--- src/rtl/i2c_txn_arbiter.sv ---
// Round-robin scheduler of queued write/read requests onto a single I2C master.
// Optional WAIT watchdog enabled by defining I2C_ARB_TIMEOUT_EN.
module i2c_txn_arbiter #(
    parameter int unsigned WDATA_W     = 16,
    parameter int unsigned RDATA_W     = 8,
    parameter int unsigned FIFO_DEPTH  = 4,
    parameter int unsigned TIMEOUT_CYC = 4096
) (
    input  logic               ACLK,
    input  logic               ARESET,
    input  logic               WR_REQ_VALID,
    output logic               WR_REQ_READY,
    input  logic [WDATA_W-1:0] WR_REQ_DATA,
    input  logic               RD_REQ_VALID,
    output logic               RD_REQ_READY,
    input  logic [7:0]         RD_REQ_ADDR,
    output logic               WR_RSP_VALID,
    input  logic               WR_RSP_READY,
    output logic               WR_RSP_ERR,
    output logic               RD_RSP_VALID,
    input  logic               RD_RSP_READY,
    output logic [RDATA_W-1:0] RD_RSP_DATA,
    output logic               RD_RSP_ERR,
    output logic               I2C_TRIGGER,
    output logic               I2C_RW,
    output logic [WDATA_W-1:0] I2C_ADDR_DATA,
    input  logic               I2C_BUSY,
    input  logic               I2C_DONE,
    input  logic               I2C_ACK_ERR,
    input  logic [RDATA_W-1:0] I2C_RDATA,
    output logic               PENDING_WR,
    output logic               PENDING_RD
);

    localparam int unsigned PTR_W = $clog2(FIFO_DEPTH);
    localparam int unsigned CNT_W = PTR_W + 1;

    typedef enum logic [1:0] {S_IDLE, S_ISSUE, S_WAIT, S_RESP} state_t;

    state_t               state_q;
    logic [WDATA_W-1:0]   wr_mem_q [FIFO_DEPTH];
    logic [7:0]           rd_mem_q [FIFO_DEPTH];
    logic [PTR_W-1:0]     wr_wp_q, wr_rp_q, rd_wp_q, rd_rp_q;
    logic [CNT_W-1:0]     wr_cnt_q, rd_cnt_q, wr_cnt_d, rd_cnt_d;
    logic                 wr_rdy_q, rd_rdy_q;
    logic                 last_rd_q, trig_q, rw_q;
    logic [WDATA_W-1:0]   cmd_q;
    logic                 wr_vld_q, rd_vld_q, wr_err_q, rd_err_q;
    logic [RDATA_W-1:0]   rd_data_q;

    logic wr_push, rd_push, wr_pop, rd_pop;
    logic wr_ne, rd_ne, start, grant_rd;
    logic tmo_hit, wait_end, end_err;
    logic [RDATA_W-1:0] end_data;

    assign wr_push  = WR_REQ_VALID & wr_rdy_q;
    assign rd_push  = RD_REQ_VALID & rd_rdy_q;
    assign wr_ne    = (wr_cnt_q != '0);
    assign rd_ne    = (rd_cnt_q != '0);
    assign start    = (state_q == S_IDLE) && (wr_ne || rd_ne) && !I2C_BUSY;
    // On a tie the side not granted last time wins.
    assign grant_rd = rd_ne && (!wr_ne || !last_rd_q);
    assign wr_pop   = start & ~grant_rd;
    assign rd_pop   = start & grant_rd;
    assign wr_cnt_d = wr_cnt_q + CNT_W'(wr_push) - CNT_W'(wr_pop);
    assign rd_cnt_d = rd_cnt_q + CNT_W'(rd_push) - CNT_W'(rd_pop);

    always_ff @(posedge ACLK) begin
        if (ARESET) begin
            wr_wp_q  <= '0;
            wr_rp_q  <= '0;
            rd_wp_q  <= '0;
            rd_rp_q  <= '0;
            wr_cnt_q <= '0;
            rd_cnt_q <= '0;
            wr_rdy_q <= 1'b0;
            rd_rdy_q <= 1'b0;
        end else begin
            if (wr_push) begin
                wr_mem_q[wr_wp_q] <= WR_REQ_DATA;
                wr_wp_q           <= wr_wp_q + PTR_W'(1);
            end
            if (rd_push) begin
                rd_mem_q[rd_wp_q] <= RD_REQ_ADDR;
                rd_wp_q           <= rd_wp_q + PTR_W'(1);
            end
            if (wr_pop) wr_rp_q <= wr_rp_q + PTR_W'(1);
            if (rd_pop) rd_rp_q <= rd_rp_q + PTR_W'(1);
            wr_cnt_q <= wr_cnt_d;
            rd_cnt_q <= rd_cnt_d;
            wr_rdy_q <= (wr_cnt_d != CNT_W'(FIFO_DEPTH));
            rd_rdy_q <= (rd_cnt_d != CNT_W'(FIFO_DEPTH));
        end
    end

`ifdef I2C_ARB_TIMEOUT_EN
    localparam int unsigned TMO_W = $clog2(TIMEOUT_CYC) + 1;
    logic [TMO_W-1:0] tmo_q;

    always_ff @(posedge ACLK) begin
        if (ARESET || state_q != S_WAIT) tmo_q <= '0;
        else                             tmo_q <= tmo_q + TMO_W'(1);
    end
    assign tmo_hit = (state_q == S_WAIT) && (tmo_q == TMO_W'(TIMEOUT_CYC - 1));
`else
    localparam int unsigned unused_timeout_cyc = TIMEOUT_CYC;
    assign tmo_hit = 1'b0;
`endif

    // DONE takes priority over a watchdog expiry in the same cycle.
    assign wait_end = I2C_DONE | tmo_hit;
    assign end_err  = I2C_DONE ? I2C_ACK_ERR : 1'b1;
    assign end_data = end_err ? '0 : I2C_RDATA;

    always_ff @(posedge ACLK) begin
        if (ARESET) begin
            state_q   <= S_IDLE;
            last_rd_q <= 1'b1;
            trig_q    <= 1'b0;
            rw_q      <= 1'b0;
            cmd_q     <= '0;
            wr_vld_q  <= 1'b0;
            rd_vld_q  <= 1'b0;
            wr_err_q  <= 1'b0;
            rd_err_q  <= 1'b0;
            rd_data_q <= '0;
        end else begin
            trig_q <= 1'b0;
            case (state_q)
                S_IDLE: if (start) begin
                    rw_q      <= grant_rd;
                    last_rd_q <= grant_rd;
                    cmd_q     <= grant_rd ? {rd_mem_q[rd_rp_q], {(WDATA_W-8){1'b0}}}
                                          : wr_mem_q[wr_rp_q];
                    trig_q    <= 1'b1;
                    state_q   <= S_ISSUE;
                end
                S_ISSUE: state_q <= S_WAIT;
                S_WAIT: if (wait_end) begin
                    if (rw_q) begin
                        rd_vld_q  <= 1'b1;
                        rd_err_q  <= end_err;
                        rd_data_q <= end_data;
                    end else begin
                        wr_vld_q  <= 1'b1;
                        wr_err_q  <= end_err;
                    end
                    state_q <= S_RESP;
                end
                S_RESP: if ((wr_vld_q && WR_RSP_READY) || (rd_vld_q && RD_RSP_READY)) begin
                    wr_vld_q  <= 1'b0;
                    rd_vld_q  <= 1'b0;
                    wr_err_q  <= 1'b0;
                    rd_err_q  <= 1'b0;
                    rd_data_q <= '0;
                    state_q   <= S_IDLE;
                end
                default: state_q <= S_IDLE;
            endcase
        end
    end

    assign WR_REQ_READY  = wr_rdy_q;
    assign RD_REQ_READY  = rd_rdy_q;
    assign WR_RSP_VALID  = wr_vld_q;
    assign WR_RSP_ERR    = wr_err_q;
    assign RD_RSP_VALID  = rd_vld_q;
    assign RD_RSP_DATA   = rd_data_q;
    assign RD_RSP_ERR    = rd_err_q;
    assign I2C_TRIGGER   = trig_q;
    assign I2C_RW        = rw_q;
    assign I2C_ADDR_DATA = cmd_q;
    assign PENDING_WR    = wr_ne;
    assign PENDING_RD    = rd_ne;

endmodule

--- config.mk ---
export PLATFORM = sky130hd
export DESIGN_NAME = i2c_txn_arbiter
export DESIGN_NICKNAME = d
export VERILOG_FILES = /design/src/rtl/i2c_txn_arbiter.sv
export SDC_FILE = /design/constraint.sdc
export NUM_CORES = 1
export LEC_CHECK = 0
export BUFFER_PORTS_ARGS = -buffer_cell sky130_fd_sc_hd__buf_2
export CAP_MARGIN = 20
export CORE_MARGIN = 8
export CORE_UTILIZATION = 52
export DETAILED_ROUTE_END_ITERATION = 10
export GPL_TIMING_DRIVEN = 0
export PLACE_DENSITY = 0.76
export SLEW_MARGIN = 10
export SYNTH_ARGS = -nofsm -noshare
export SYNTH_HDL_FRONTEND = slang
export SYNTH_SLANG_ARGS = --single-unit
--- constraint.sdc ---
create_clock -name ACLK -period 2.77 [get_ports ACLK]
set_clock_uncertainty 0.2 [all_clocks]
set_input_delay 0.6925 -clock ACLK [delete_from_list [all_inputs] [get_ports ACLK]]
set_output_delay 0.6925 -clock ACLK [all_outputs]
set_load 0.01 [all_outputs]
== Word-level counts from Yosys, hierarchy flattened ==
Memory sizes are Yosys's and may differ from the RTL's. A register that Yosys moved wholly into a read port is not among the register bits.
Index checks and enable logic that the tools add are counted.
Cells by class
  reduce and logical (&&, ||, !) cells: 20
  shift-type cells: 0
  equality and inequality tests: 10
  add/sub/neg operators: 8
  magnitude comparators: 0
  muxes and demuxes: 35
  divide/modulo/power cells: 0
  multiply operators: 0
  bitwise operators: 6
Operators by type and width (number)
  8-bit two-way mux: 4
  1-bit two-way mux: 17
  16-bit two-way mux: 1
  8-bit one-hot mux with 2 select lines: 1
  2-bit two-way mux: 7
  2-bit inequality test, second input constant: 5
  2-bit by 1-bit adder with 2-bit output, second input constant: 4
  1-bit one-hot mux with 2 select lines: 4
  2-bit one-hot mux with 4 select lines: 1
  4-bit AND reduction: 2
  3-bit by 1-bit adder with 3-bit output: 2
  3-bit inequality test, second input constant: 2
  3-bit nonzero test: 2
  3-bit by 1-bit subtractor with 3-bit output: 2
  1-bit logical AND: 5
  1-bit bitwise AND: 4
  2-bit == test, second input constant: 2
  1-bit zero test: 3
  1-bit logical OR: 3
  3-bit AND reduction: 1
  2-bit by 1-bit == test with 1-bit output, second input constant: 1
  2-bit zero test: 1
  1-bit inverter: 2
  2-bit AND reduction: 1
  other kinds (2): 2
Storage, ports and cells
  bits in writable memories: 96
  input bits: 41
  ROM bits: 0
  memories kept: 2
  latch bits: 0
  flip-flop bits (word level): 49
Memories
  wr_mem_q: depth 4, bits a word 16, read ports 1, clocked after memory_dff 1, write ports 1, RTL line 41  | logic [WDATA_W-1:0] wr_mem_q [FIFO_DEPTH];
  rd_mem_q: depth 4, bits a word 8, read ports 1, clocked after memory_dff 1, write ports 1, RTL line 42  | logic [7:0] rd_mem_q [FIFO_DEPTH];

== Depth between registers and ports, before layout ==
  depth in word-level cells: 8
  depth in mapped cells: 14
  mapped depth without buffers: 13

== Worst setup path before layout ==
OpenSTA, ideal clock, no wires.
  kind: input to register
  start point: input port I2C_BUSY
  end point: register rd_rdy_q, in the netlist RD_REQ_READY
  slack: -167 ps
  cell stages on the path: 12
  path buffers: 1
  data required time: 2442 ps
  arrival: 2609 ps
  path through: and2b_2 -> and3_1 -> buf_2 -> ha_1 -> inv_1 -> ha_1 -> inv_1 -> fa_1 -> xor2_1 -> xnor2_1 -> nor3b_1 -> nor2_1
Between the ends
  word-level cells in the longest chain between the ends: 5
Ends and longest elaborated chain
  start: declaration: RTL line 27  | input logic I2C_BUSY,
  1-bit zero test: RTL line 60  | assign start = (state_q == S_IDLE) && (wr_ne || rd_ne) && !I2C_BUSY;
  1-bit logical AND: RTL line 60
  1-bit bitwise AND: RTL line 64  | assign rd_pop = start & grant_rd;
  net rd_pop: RTL line 51  | logic wr_push, rd_push, wr_pop, rd_pop;
  3-bit by 1-bit subtractor with 3-bit output: RTL line 66  | assign rd_cnt_d = rd_cnt_q + CNT_W'(rd_push) - CNT_W'(rd_pop);
  3-bit inequality test: RTL line 92  | rd_rdy_q <= (rd_cnt_d != CNT_W'(FIFO_DEPTH));
  end signal: assignment: RTL line 92
  end: declaration: RTL line 45  | logic wr_rdy_q, rd_rdy_q;
The timed path passes the listed nets, and every way through them passes these cells.
A chain may end at the register's enable or synchronous reset.

== Worst setup path in the final report ==
  start point: register state_q[0]
  end point: register rd_rdy_q, in the netlist RD_REQ_READY
Between the ends
  word-level cells in the longest chain between the ends: 6
Ends and longest elaborated chain
  start: declaration: RTL line 40  | state_t state_q;
  start signal: assignment: RTL line 117  | state_q <= S_IDLE;
  start signal: assignment: RTL line 136  | state_q <= S_ISSUE;
  start signal: assignment: RTL line 138  | S_ISSUE: state_q <= S_WAIT;
  2-bit zero test: RTL line 60
  1-bit logical AND (2 in a row): RTL line 60
  1-bit bitwise AND: RTL line 64
  3-bit by 1-bit subtractor with 3-bit output: RTL line 66
  3-bit inequality test: RTL line 92
Every way passes these cells.

==> flow_results.org <==
** Power and ir drop
- Power spread over the standard cell area amounts to 1020 nW/µm².
- Combinational cell fraction of total power :: 28.8%
- Worst IR drop on VDD :: 474 µV
- In this run, flip-flops and latches consume 39.0% of the power.
- Internal Power :: 5.14 mW
- The clock network is responsible for 32.2% of the overall power.
- Switching part of the total power :: 29.2%
- In this run the power spent charging and discharging nets is 2.11 mW.
- Static leakage :: 2.64 nW

** Die
- For this design the top-level I/O count stands at 75.
- The die is 122 µm tall.
- Std-Cell Rows :: 38
- The die covers 14,800 µm².
- Effective utilization at floorplan :: 53.3%
- Area inside the core boundary :: 10,900 µm²
- Die width :: 122 µm

** Final layout
- After filler insertion, the fill cell instance count of the layout stands at 747.
- Fraction of final layout cells sized beyond drive strength 1 :: 35.8%
- Number of antenna cells inserted :: 0
- For this run, the post-layout net count is 533.
- From synthesis to final layout, the design area changed by 22.6%.
- Final core utilization :: 65.4%
- Post-route insts no fill :: 626

** Synthesis
- Most numerous cell types in the synthesized netlist :: 96 x edfxtp_1, 53 x dfxtp_1, 36 x nor2_1, 24 x a22oi_1, 24 x mux4_2
- Yosys warning count :: 0
- Counting every net in the synthesized netlist gives 431.
- Top cell type's share of synthesized area :: 49.7%
- Of all flip-flops after synthesis, the portion carrying an async set or reset was 0%.
- Most frequent cell after synthesis :: edfxtp_1
- After synthesis, the mean cell area works out to 15.6 µm².
- Sequential area share after synthesis :: 67.9%
- Post-synthesis cell type count :: 44
- Yosys mapped a number of flops with a built-in enable equal to 96.
- Post-synthesis instance area :: 5800 µm²
- Counting every instance in the synthesized netlist gives 372.
- Cell types with the largest area share after synthesis :: edfxtp_1 50%, dfxtp_1 18%, mux4_2 9.3%
- Commonest register cell after synthesis :: edfxtp_1
- Synthesized flop and latch total :: 149
- Most area-hungry cell type in the Yosys netlist :: edfxtp_1

** Timing
- Setup repair after global routing left no endpoint under its margin.
- The worst pin sits at a relative slew slack of 39.2%.
- Maximum clock frequency :: 374 MHz
- The number of hold-slack violations in the final timing report was 0.
- Setup violation total in the final timing report :: 0
- Crit path time final :: 2.68 ns
- Final period util :: 96.6%
- At the pin with the least slew margin, the transition time is 0.912 ns.
- Hold is met by 0.171 ns.
- The count of pins over their slew limit was 0.

** Flow run
- Across the run, the number of max-cap violations was 0.

** Clocking
- Master cell of the clock root buffer :: clkbuf_8
- Worst skew pair latency :: 0.53 ns
- The clock passes through at most 2 buffers.
- CTS built an H-tree with a depth of 4.
- Counting every sink on the clock net gives 149.
- TritonCTS built the clock tree.
- Counting the buffers created by CTS gives 17.
- After clock tree synthesis, the clock-pin slew on the worst setup and hold paths is 0.06 ns.

** Status
- Run status :: finished, final reports clean

** Global route
- Maximum number of pins on one net before global-route repair :: 19
- The initial antenna violation count is 0.
- Summed over all layers, the global routing overflow is 0.
- Global-route wire length before repair :: 19.0 mm
- The number of global-route vias before repair was 3,699.
- In the global route stage, overall resource usage came out at 17.2%.

** Route
- The final layout contains routed wiring with a total length of 12.3 mm.
- Detail-routed via count per cell :: 5.64
- Number of violations reported at the end of detailed-routing iteration 0 :: 237
- Before antenna repair, the detailed router went through 6 iterations.
- Antenna-violating nets left :: 0
- After detailed routing, the average wire length per cell comes to 19.7 µm.
- Via count of the routed design :: 3,530
- After detailed routing, the number of remaining DRC violations is 0.

** Setup path
- Cell chain of the critical path :: inv_2 -> ha_2 -> and2b_2 -> and3_4 -> ha_4 -> inv_1 -> ha_2 -> inv_2 -> fa_2 -> xor2_2 -> xnor2_1 -> nor3b_1 -> nor2_1
- Arrival time worst endpoint :: 2.87 ns
- Biggest cell delay along the critical path :: 0.36 ns
- Along the worst path, the maximum fanout reaches 4.
- Start-to-end type of the worst setup path :: flop to flop
- Slowest library cell on the worst path :: fa_2
- Required time of the critical path :: 2.96 ns
- Largest delay share family, worst path :: adder cells
- The number of buffers and inverters on the critical path is 3.
- STA classifies the critical path endpoint as a flop.
- STA classifies the critical path startpoint as a flop.

** Placed design
- Detailed placement finished with a half-perimeter wire length of 7.90 mm.
- Counting tap cells, the placed design contains a total of 585 instances.
- During placement, the flow inserted port buffers numbering 73.
- Routability congestion estimate from global placement :: 0.810

** Min path
- The worst hold path belongs to the class primary input to flop.
==> kinds of logic (layout without fill, tap and decap cells) <==
| group | Yosys count | count (layout) | share of synthesized area [%] |
|---|---|---|---|
| fa+ha+maj | 18 | 18 | 4.14 |
| compound gates | 53 | 53 | 6.68 |
| simple gates | 80 | 80 | 6.73 |
| buf+inv | 34 | 148 | 2.97 |
| mux | 29 | 29 | 10.2 |
| flops | 149 | 149 | 67.9 |
| xor+xnor | 9 | 9 | 1.36 |
==> routing by layer <==
| metal | routed length, µm | vias up | share of wire [%] | GRT usage (%) |
|---|---|---|---|---|
| met3 | 866 | 18 | 7.0 | 6.11 |
| met2 | 6260 | 125 | 51 | 29.2 |
| li1 | - | 1599 | - | - |
| met5 | 0 | - | 0 | 0 |
| met1 | 4920 | 1788 | 40 | 19.1 |
| met4 | 265 | 0 | 2.2 | 8.10 |
==> cell type report <==
type,instances,area (µm²),share of cell area (%)
Buffer,17,101,1.42
Clock buffer,20,425,5.98
Clock inverter,11,176,2.48
Inverter,14,52.6,0.739
Multi-Input combinational cell,189,1770,24.9
Sequential cell,149,3950,55.5
Tap cell,140,175,2.46
Timing Repair Buffer,86,463,6.51
==> state kept, by name, summed over array words and instances (netlist names), named ones only <==
register	cells
rd_mem_q	32
wr_rp_q	2
WR_REQ_READY	1
RD_RSP_VALID	1
RD_RSP_ERR	1
I2C_RW	1
WR_RSP_VALID	1
last_rd_q	1
rd_wp_q	2
wr_cnt_q	3
rd_cnt_q	3
WR_RSP_ERR	1
wr_mem_q	64
RD_REQ_READY	1
I2C_TRIGGER	1
rd_rp_q	2
RD_RSP_DATA	8
I2C_ADDR_DATA	16
state_q	2
wr_wp_q	2
==> worst reg2reg max path: stages (launching register included) <==
cell,delay (ns)
dfxtp_2,0.33
inv_2,0.04
ha_2,0.17
and2b_2,0.22
and3_4,0.17
ha_4,0.20
inv_1,0.05
ha_2,0.16
inv_2,0.04
fa_2,0.36
xor2_2,0.15
xnor2_1,0.15
nor3b_1,0.22
nor2_1,0.07
==> final timing paths <==
kind	from	end	slack, ns	depth (start not counted)
worst max-delay path	state_q[0]$_SDFFE_PP0P_	RD_REQ_READY$_SDFF_PP0_	0.09	13
worst min-delay path	RD_REQ_ADDR[4]	rd_mem_q[0][4]$_DFFE_PP_	0.17	1
worst max register to register	state_q[0]$_SDFFE_PP0P_	RD_REQ_READY$_SDFF_PP0_	0.09	13
worst min register to register	I2C_ADDR_DATA[15]$_SDFFE_PP0P_	I2C_ADDR_DATA[15]$_SDFFE_PP0P_	0.29	2
==> placed cells by master, fill, tap and decap left out, types with 11 or more instances in the layout <==
cell type,synthesis,routed
nor2_1,36,36
ha_1,16,11
a22oi_1,24,24
nand2_1,13,13
buf_4,2,15
a21oi_1,13,13
mux4_2,24,24
dfxtp_1,53,50
buf_2,6,78
edfxtp_1,96,96
clkbuf_16,0,16
==> power groups by stage <==
| stage | Sequential, mW | Clock [mW] | Combinational [mW] |
|---|---|---|---|
| 2_1_floorplan | 2.86 | 0 | 1.34 |
| 3_3_place_gp | 2.84 | 0 | 1.81 |
| 3_5_place_dp | 2.85 | 0 | 1.88 |
| 4_1_cts | 2.81 | 2.36 | 1.96 |
| 5_1_grt | 2.85 | 2.46 | 2.28 |
| 6_report | 2.83 | 2.34 | 2.09 |
==> through the flow <==
stage | TNS [ns] | setup WS (ns) | power [mW] | instance area, µm²
after floorplan | -0.151 | -0.0795 | 4.20 | 5850
after global placement | -1.05 | -0.322 | 4.65 | 6390
after detailed placement | -1.18 | -0.365 | 4.74 | 6390
after CTS | 0 | 0.0228 | 7.13 | 7030
after global routing | 0 | 0.000906 | 7.59 | 7120
final | 0 | 0.0946 | 7.25 | 7120
==> repair_timing <==
action / 4_1_cts / 5_1_grt
endpoints found under the setup margin: 4 / 2
hold buffers: 0 / 0
setup buffers: 6 / 7
gates resized for setup: 9 / 8
pin swaps: 3 / 7
endpoints found under the hold margin: 0 / 0
Power figures use the tool's default switching activity.
